<file path="src/rtl/db9md_pkg.sv">
// rtl/db9md_pkg.sv - shared constants and types for the DB9 Mega Drive pad scanner
//
// Purpose: button bit positions of the decoded 16-bit joystick word, the
//          scanner FSM state type and the SELECT phase numbers at which the
//          scanner samples the pads.
// Ports:   none (package).
package db9md_pkg;

  // Decoded word layout; bits [15:12] are always zero.
  localparam int BIT_R     = 0;
  localparam int BIT_L     = 1;
  localparam int BIT_D     = 2;
  localparam int BIT_U     = 3;
  localparam int BIT_B     = 4;
  localparam int BIT_C     = 5;
  localparam int BIT_A     = 6;
  localparam int BIT_START = 7;
  localparam int BIT_Z     = 8;
  localparam int BIT_Y     = 9;
  localparam int BIT_X     = 10;
  localparam int BIT_MODE  = 11;

  typedef enum logic {
    ST_IDLE = 1'b0,
    ST_SCAN = 1'b1
  } scan_state_e;

  // Even phases drive SELECT high, odd phases drive it low.
  localparam logic [2:0] PH_BASE = 3'd0;  // U D L R B C
  localparam logic [2:0] PH_AST  = 3'd1;  // MD detect, A, Start
  localparam logic [2:0] PH_DET6 = 3'd5;  // 6-button detect
  localparam logic [2:0] PH_XYZ  = 3'd6;  // Z Y X Mode
  localparam logic [2:0] PH_LAST = 3'd7;

endpackage

</file>
<file path="src/rtl/db9md_sync.sv">
// rtl/db9md_sync.sv - two-flop synchronizer for the raw DB9 pins
//
// Purpose: brings asynchronous pad pins into the clk_sys domain. Resets to
//          all-ones, which is the idle (pulled-up, nothing pressed) pin level.
// Ports:   clk_sys - system clock
//          reset   - synchronous, active-high
//          d_i     - asynchronous input pins
//          q_o     - synchronized pins
module db9md_sync #(
  parameter int WIDTH = 6
) (
  input  logic             clk_sys,
  input  logic             reset,
  input  logic [WIDTH-1:0] d_i,
  output logic [WIDTH-1:0] q_o
);

  logic [WIDTH-1:0] meta_q;
  logic [WIDTH-1:0] sync_q;

  always_ff @(posedge clk_sys) begin
    if (reset) begin
      meta_q <= '1;
      sync_q <= '1;
    end else begin
      meta_q <= d_i;
      sync_q <= meta_q;
    end
  end

  assign q_o = sync_q;

endmodule

</file>
<file path="src/rtl/db9md_pad_scan.sv">
// rtl/db9md_pad_scan.sv - two-port DB9 Sega 3/6-button pad scanner
//
// Purpose: every IDLE_CYCLES, scans port 1 then port 2 through the external
//          splitter, running eight SELECT half-phases of STEP_CYCLES each per
//          port, and commits both decoded active-high words together.
//          Optional macro DB9MD_DEBOUNCE_EN: a port's result is committed only
//          when it matches that port's result from the previous scan.
// Ports:   clk_sys    - system clock
//          reset      - synchronous, active-high
//          enable     - scanning enabled; low holds everything in reset state
//          joy_in     - raw DB9 pins, active low: Up Down Left Right TL TR
//          joy_split  - splitter port select (0 = port 1, 1 = port 2)
//          joy_mdsel  - SELECT line to the pads
//          joystick1  - port 1 word, active high
//          joystick2  - port 2 word, active high
//          md_present - Mega Drive pad detected, per port
//          six_btn    - 6-button pad detected, per port
//          scan_done  - one-cycle pulse when both words are committed
module db9md_pad_scan
  import db9md_pkg::*;
#(
  parameter int STEP_CYCLES = 256,
  parameter int IDLE_CYCLES = 40000
) (
  input  logic        clk_sys,
  input  logic        reset,
  input  logic        enable,
  input  logic [5:0]  joy_in,
  output logic        joy_split,
  output logic        joy_mdsel,
  output logic [15:0] joystick1,
  output logic [15:0] joystick2,
  output logic [1:0]  md_present,
  output logic [1:0]  six_btn,
  output logic        scan_done
);

  localparam int CNT_MAX = (IDLE_CYCLES > STEP_CYCLES) ? IDLE_CYCLES : STEP_CYCLES;
  localparam int CNT_W   = $clog2(CNT_MAX);
  localparam logic [CNT_W-1:0] IDLE_LAST = CNT_W'(IDLE_CYCLES - 1);
  localparam logic [CNT_W-1:0] STEP_LAST = CNT_W'(STEP_CYCLES - 1);

  logic [5:0] pins_sync;
  logic [5:0] s;

  db9md_sync #(.WIDTH(6)) u_sync (
    .clk_sys (clk_sys),
    .reset   (reset),
    .d_i     (joy_in),
    .q_o     (pins_sync)
  );

  assign s = ~pins_sync;

  scan_state_e      state_q, state_d;
  logic             port_q, port_d;
  logic [2:0]       phase_q, phase_d;
  logic [CNT_W-1:0] cnt_q, cnt_d;
  logic             split_q, split_d;
  logic             mdsel_q, mdsel_d;
  logic [11:0]      word_q, word_d;
  logic             md_q, md_d;
  logic             six_q, six_d;
  logic [11:0]      stage_word_q, stage_word_d;
  logic             stage_md_q, stage_md_d;
  logic             stage_six_q, stage_six_d;
  logic [15:0]      joy1_q, joy1_d;
  logic [15:0]      joy2_q, joy2_d;
  logic [1:0]       md_present_q, md_present_d;
  logic [1:0]       six_btn_q, six_btn_d;
  logic             scan_done_q, scan_done_d;
`ifdef DB9MD_DEBOUNCE_EN
  logic [13:0]      prev0_q, prev0_d;
  logic [13:0]      prev1_q, prev1_d;
  logic [1:0]       prev_valid_q, prev_valid_d;
`endif

  // Per-port results packed as {six, md, word} for commit and comparison.
  logic [11:0] port_word;
  logic [13:0] rec0, rec1;
  logic        commit0, commit1;

  always_ff @(posedge clk_sys) begin
    if (reset || !enable) begin
      state_q      <= ST_IDLE;
      port_q       <= 1'b0;
      phase_q      <= PH_BASE;
      cnt_q        <= '0;
      split_q      <= 1'b0;
      mdsel_q      <= 1'b1;
      word_q       <= '0;
      md_q         <= 1'b0;
      six_q        <= 1'b0;
      stage_word_q <= '0;
      stage_md_q   <= 1'b0;
      stage_six_q  <= 1'b0;
      joy1_q       <= '0;
      joy2_q       <= '0;
      md_present_q <= '0;
      six_btn_q    <= '0;
      scan_done_q  <= 1'b0;
`ifdef DB9MD_DEBOUNCE_EN
      prev0_q      <= '0;
      prev1_q      <= '0;
      prev_valid_q <= '0;
`endif
    end else begin
      state_q      <= state_d;
      port_q       <= port_d;
      phase_q      <= phase_d;
      cnt_q        <= cnt_d;
      split_q      <= split_d;
      mdsel_q      <= mdsel_d;
      word_q       <= word_d;
      md_q         <= md_d;
      six_q        <= six_d;
      stage_word_q <= stage_word_d;
      stage_md_q   <= stage_md_d;
      stage_six_q  <= stage_six_d;
      joy1_q       <= joy1_d;
      joy2_q       <= joy2_d;
      md_present_q <= md_present_d;
      six_btn_q    <= six_btn_d;
      scan_done_q  <= scan_done_d;
`ifdef DB9MD_DEBOUNCE_EN
      prev0_q      <= prev0_d;
      prev1_q      <= prev1_d;
      prev_valid_q <= prev_valid_d;
`endif
    end
  end

  always_comb begin
    state_d      = state_q;
    port_d       = port_q;
    phase_d      = phase_q;
    cnt_d        = cnt_q;
    split_d      = split_q;
    mdsel_d      = mdsel_q;
    word_d       = word_q;
    md_d         = md_q;
    six_d        = six_q;
    stage_word_d = stage_word_q;
    stage_md_d   = stage_md_q;
    stage_six_d  = stage_six_q;
    joy1_d       = joy1_q;
    joy2_d       = joy2_q;
    md_present_d = md_present_q;
    six_btn_d    = six_btn_q;
    scan_done_d  = 1'b0;
`ifdef DB9MD_DEBOUNCE_EN
    prev0_d      = prev0_q;
    prev1_d      = prev1_q;
    prev_valid_d = prev_valid_q;
`endif
    // Plain Atari/MSX sticks only have directions and two fires.
    port_word = md_q ? word_q : {6'b0, word_q[5:0]};
    rec0      = {stage_six_q, stage_md_q, stage_word_q};
    rec1      = {six_q, md_q, port_word};
    commit0   = 1'b1;
    commit1   = 1'b1;

    case (state_q)
      ST_IDLE: begin
        mdsel_d = 1'b1;
        split_d = 1'b0;
        if (cnt_q == IDLE_LAST) begin
          cnt_d   = '0;
          state_d = ST_SCAN;
          port_d  = 1'b0;
          phase_d = PH_BASE;
        end else begin
          cnt_d = cnt_q + 1'b1;
        end
      end

      ST_SCAN: begin
        if (cnt_q != STEP_LAST) begin
          cnt_d = cnt_q + 1'b1;
        end else begin
          cnt_d = '0;
          case (phase_q)
            PH_BASE: begin
              word_d         = '0;
              word_d[BIT_U]  = s[0];
              word_d[BIT_D]  = s[1];
              word_d[BIT_L]  = s[2];
              word_d[BIT_R]  = s[3];
              word_d[BIT_B]  = s[4];
              word_d[BIT_C]  = s[5];
            end
            PH_AST: begin
              // An MD pad grounds Left and Right while SELECT is low.
              md_d               = s[2] & s[3];
              word_d[BIT_A]      = s[4];
              word_d[BIT_START]  = s[5];
            end
            PH_DET6: begin
              // On the third low pulse a 6-button pad grounds all four directions.
              six_d = md_q & (s[3:0] == 4'hF);
            end
            PH_XYZ: begin
              word_d[BIT_Z]    = six_q & s[0];
              word_d[BIT_Y]    = six_q & s[1];
              word_d[BIT_X]    = six_q & s[2];
              word_d[BIT_MODE] = six_q & s[3];
            end
            default: ;
          endcase

          if (phase_q == PH_LAST) begin
            phase_d = PH_BASE;
            mdsel_d = 1'b1;
            if (!port_q) begin
              stage_word_d = port_word;
              stage_md_d   = md_q;
              stage_six_d  = six_q;
              port_d       = 1'b1;
              split_d      = 1'b1;
            end else begin
`ifdef DB9MD_DEBOUNCE_EN
              commit0      = prev_valid_q[0] && (rec0 == prev0_q);
              commit1      = prev_valid_q[1] && (rec1 == prev1_q);
              prev0_d      = rec0;
              prev1_d      = rec1;
              prev_valid_d = 2'b11;
`endif
              if (commit0) begin
                joy1_d          = {4'b0, rec0[11:0]};
                md_present_d[0] = rec0[12];
                six_btn_d[0]    = rec0[13];
              end
              if (commit1) begin
                joy2_d          = {4'b0, rec1[11:0]};
                md_present_d[1] = rec1[12];
                six_btn_d[1]    = rec1[13];
              end
              scan_done_d = 1'b1;
              state_d     = ST_IDLE;
              port_d      = 1'b0;
              split_d     = 1'b0;
            end
          end else begin
            phase_d = phase_q + 3'd1;
            // Next phase is odd (SELECT low) exactly when this one is even.
            mdsel_d = phase_q[0];
          end
        end
      end

      default: state_d = ST_IDLE;
    endcase
  end

  assign joy_split  = split_q;
  assign joy_mdsel  = mdsel_q;
  assign joystick1  = joy1_q;
  assign joystick2  = joy2_q;
  assign md_present = md_present_q;
  assign six_btn    = six_btn_q;
  assign scan_done  = scan_done_q;

endmodule

</file>
<file path="config.mk">
export PLATFORM = sky130hd
export DESIGN_NAME = db9md_pad_scan
export DESIGN_NICKNAME = d
export VERILOG_FILES = /design/src/rtl/db9md_pkg.sv /design/src/rtl/db9md_sync.sv /design/src/rtl/db9md_pad_scan.sv
export SDC_FILE = /design/constraint.sdc
export NUM_CORES = 1
export LEC_CHECK = 0
export BUFFER_PORTS_ARGS = -buffer_cell sky130_fd_sc_hd__buf_2
export CAP_MARGIN = 20
export CORE_ASPECT_RATIO = 1.75
export CORE_MARGIN = 2
export CORE_UTILIZATION = 51
export DETAILED_ROUTE_END_ITERATION = 10
export PLACE_DENSITY = 0.75
export SYNTH_ARGS = -nofsm -noshare
export SYNTH_HDL_FRONTEND = slang
export SYNTH_SLANG_ARGS = --single-unit
</file>
<file path="constraint.sdc">
create_clock -name clk_sys -period 2.2 [get_ports clk_sys]
set_input_delay 0.22 -clock clk_sys [delete_from_list [all_inputs] [get_ports clk_sys]]
set_output_delay 0.22 -clock clk_sys [all_outputs]
set_load 0.01 [all_outputs]
</file>
==> results.cfg <==
[status]
status = finished clean

[worst_setup_path]
crit_path_max_incr_delay_ns = 0.53
worstPathMaxFanout = 5
cp-start-kind = flip-flop
path_class = reg -> reg
path_cells = or4_4, or4_4, or4b_1, a21oi_2
path_common_cell = or4_4
cp-end-kind = flip-flop
arrival_ns = 2.40
cp_slowest_cell = or4_4
cp.required_ns = 2.47

[clock_network]
path_clk_slew_ns = 0.06
cts_buffers = 9
worstSkewPairLatency_ns = 0.34
cts_max_path_buffers = 2
cts_tree = built
cts_root_buf = clkbuf_16
cts_max_level = 3
cts.sinks = 92

[finish]
fin_util_pct = 60.7
nets = 448
nFillCells = 617
drive_gt1_share_pct = 20.5
syn_to_final_growth_pct = 16.9
antennaDiodeCount = 0
final_cells = 524

[sta]
maxSlewHeadroom_pct = 61.2
fin_tns_setup_ns = 0
fmax_ghz = 0.470
hold_viol_final = 0
fin_crit_ns = 2.13
tightest_slew_ns = 0.576
clock_skew_ns = 0.00653
setup_viol = 0
final.period_utilization_pct = 96.8
slew_violations = 0
fin_ws_ns = 0.0702
rsz0062_at_grt = no

[logic_synthesis]
synth.most_common_cell = dfxtp_1
synth_edf_count = 0
synth_top_area_share_pct = 49.7
syn_avg_cell_area_sq_um = 9.47
ys_types = 39
synth_area_leaders = dfxtp_1 (50%), mux2i_1 (13%), nand2_1 (6.3%)
netlist_area_sq_um = 3700
synth_cells = 391
postSynth.asyncResetShare_pct = 0
yosys_warnings = 0
ys_seq_area_share_pct = 49.7
ys_top_cells_by_count = dfxtp_1 (92), nand2_1 (62), mux2i_1 (49), nor2_1 (25), nand3_1 (19)
ys_ff_latch = 92
synth-main-ff-cell = dfxtp_1
yosysTopAreaCell = dfxtp_1

[power_and_ir_drop]
irDropWorstVdd_mv = 0.426
cellPowerDensity_nw_per_um2 = 757
power_mw = 3.28
p_comb_share_pct = 1.8
switching_share_pct = 19.6
seqPwrFrac_pct = 51.5
leakage_nw = 1.92
p_switching_mw = 0.643
p_clk_share_pct = 46.7
internal_power_mw = 2.63

[job]
maxCapViolations = 0

[die]
initial_core_util_pct = 51.9
die_height_microns = 117
core.rowCount = 41
dieArea_sq_um = 7990
pin_count = 48
die_w_microns = 68.4
core_sq_um = 7130

[global_routing]
grt_pass1_vias = 2732
track_usage_pct = 20.4
grt_max_degree = 42
gr-total-overflow = 0
grt_pass1_wl_microns = 12100
antenna_found_initial = 0

[placement]
dp_cells = 508
port_buffers = 39
dp_hpwl_microns = 5380
globalplace.congestion = 0.915
pre_cts_ws_ns = 0.0627

[detailed_routing]
wl_per_cell_microns = 13.9
detail-route-antenna-nets = 0
drt_first_iter_violations = 148
drc = 0
drt-total-wl_microns = 7290
num_vias = 2824
vias_per_cell = 5.39
dr.pass1.iters = 4

[hold_path]
hp-class = in -> reg
final cells by class:
type	instances	area [sq um]	area share (%)
clock buffer	12	256	5.93
clock inverter	4	47.5	1.10
inverter	7	26.3	0.607
multi-input combinational	270	1730	40.1
sequential	92	1840	42.6
tap	86	108	2.49
timing repair buffer	53	313	7.23
kinds of logic (layout without fill, tap and decap cells):
group / count (synthesis) / in the layout / synth area share (%)
mux: 49 / 49 / 13.2
simple gates: 163 / 163 / 21.6
buf+inv: 36 / 76 / 4.59
compound gates: 31 / 31 / 5.64
flops: 92 / 92 / 49.7
other cells: 1 / 8 / 0.101
xor+xnor: 13 / 13 / 3.07
fa+ha+maj: 6 / 6 / 2.03
routing by layer:
metal  vias up  wire, microns  global-route usage [%]
met5         -              0                       0
met4         0            345                    15.1
met3        31            304                    4.91
met2        85           3900                    35.7
met1      1292           2740                    19.8
li1       1416              -                       -
power by group through the flow:
stage	Clock, mW	Combinational (mW)	Sequential (mW)
after floorplan	0	0.0522	1.72
after global placement	0	0.0588	1.72
after detailed placement	0	0.0598	1.72
after CTS	1.58	0.0599	1.69
after global routing	1.64	0.0673	1.69
final	1.53	0.0594	1.69
critical path, delay by kind of cell (launching register included):
family,cells,cell delay (ns)
flops,1,0.34
simple gates,3,1.57
compound gates,1,0.14
sequential cells by signal, summed over array words and instances, names as in the netlist, 2 cells and up:
register,count
joystick1,12
stage_word_q,12
word_q,12
u_sync.meta_q,6
six_btn,2
joystick2,12
md_present,2
cnt_q,16
u_sync.q_o,6
phase_q,3
timing repair:
action                                  in CTS  in global routing
endpoints found under the setup margin       0                  1
buffers inserted                             0                  0
resized for setup                            0                  2
hold endpoints to repair                     0                  0
hold buffers                                 0                  0
layout by cell type, fill, tap and decap left out, types with 3 or more instances in the layout:
cell | Yosys | routed
nand2_1 | 62 | 62
nand4_1 | 8 | 8
inv_1 | 7 | 7
buf_2 | 4 | 39
buf_4 | 8 | 13
clkbuf_16 | 0 | 9
a21oi_1 | 6 | 5
conb_1 | 1 | 8
or2_2 | 12 | 12
a31oi_1 | 7 | 7
a211oi_1 | 6 | 6
nand3_1 | 19 | 18
or3_1 | 6 | 6
ha_1 | 6 | 6
nor4_1 | 5 | 5
mux2i_1 | 49 | 49
xnor2_1 | 10 | 10
o21ai_0 | 4 | 4
nor3_1 | 6 | 6
dfxtp_1 | 92 | 91
nand2b_1 | 3 | 3
nand4b_1 | 3 | 3
nor2b_1 | 4 | 3
xor2_1 | 3 | 3
nor2_1 | 25 | 25
per-stage QoR:
step                hold slack [ns]  area, sq um
finish                       0.0655         4330
CTS                          0.0530         4320
global placement              0.397         4020
detailed placement            0.393         4020
global route                 0.0656         4330
floorplan                     0.324         3730
worst paths after layout:
kind	startpoint	endpoint	slack [ns]	depth (start not counted)
setup / recovery	cnt_q[12]	word_q[6]	0.07	4
hold / removal	joy_in[1]	u_sync.meta_q[1]	0.07	2
setup reg to reg	cnt_q[12]	word_q[6]	0.07	4
hold reg to reg	u_sync.meta_q[1]	u_sync.q_o[1]	0.41	1
Note: power is estimated with default switching activity, not from simulation.
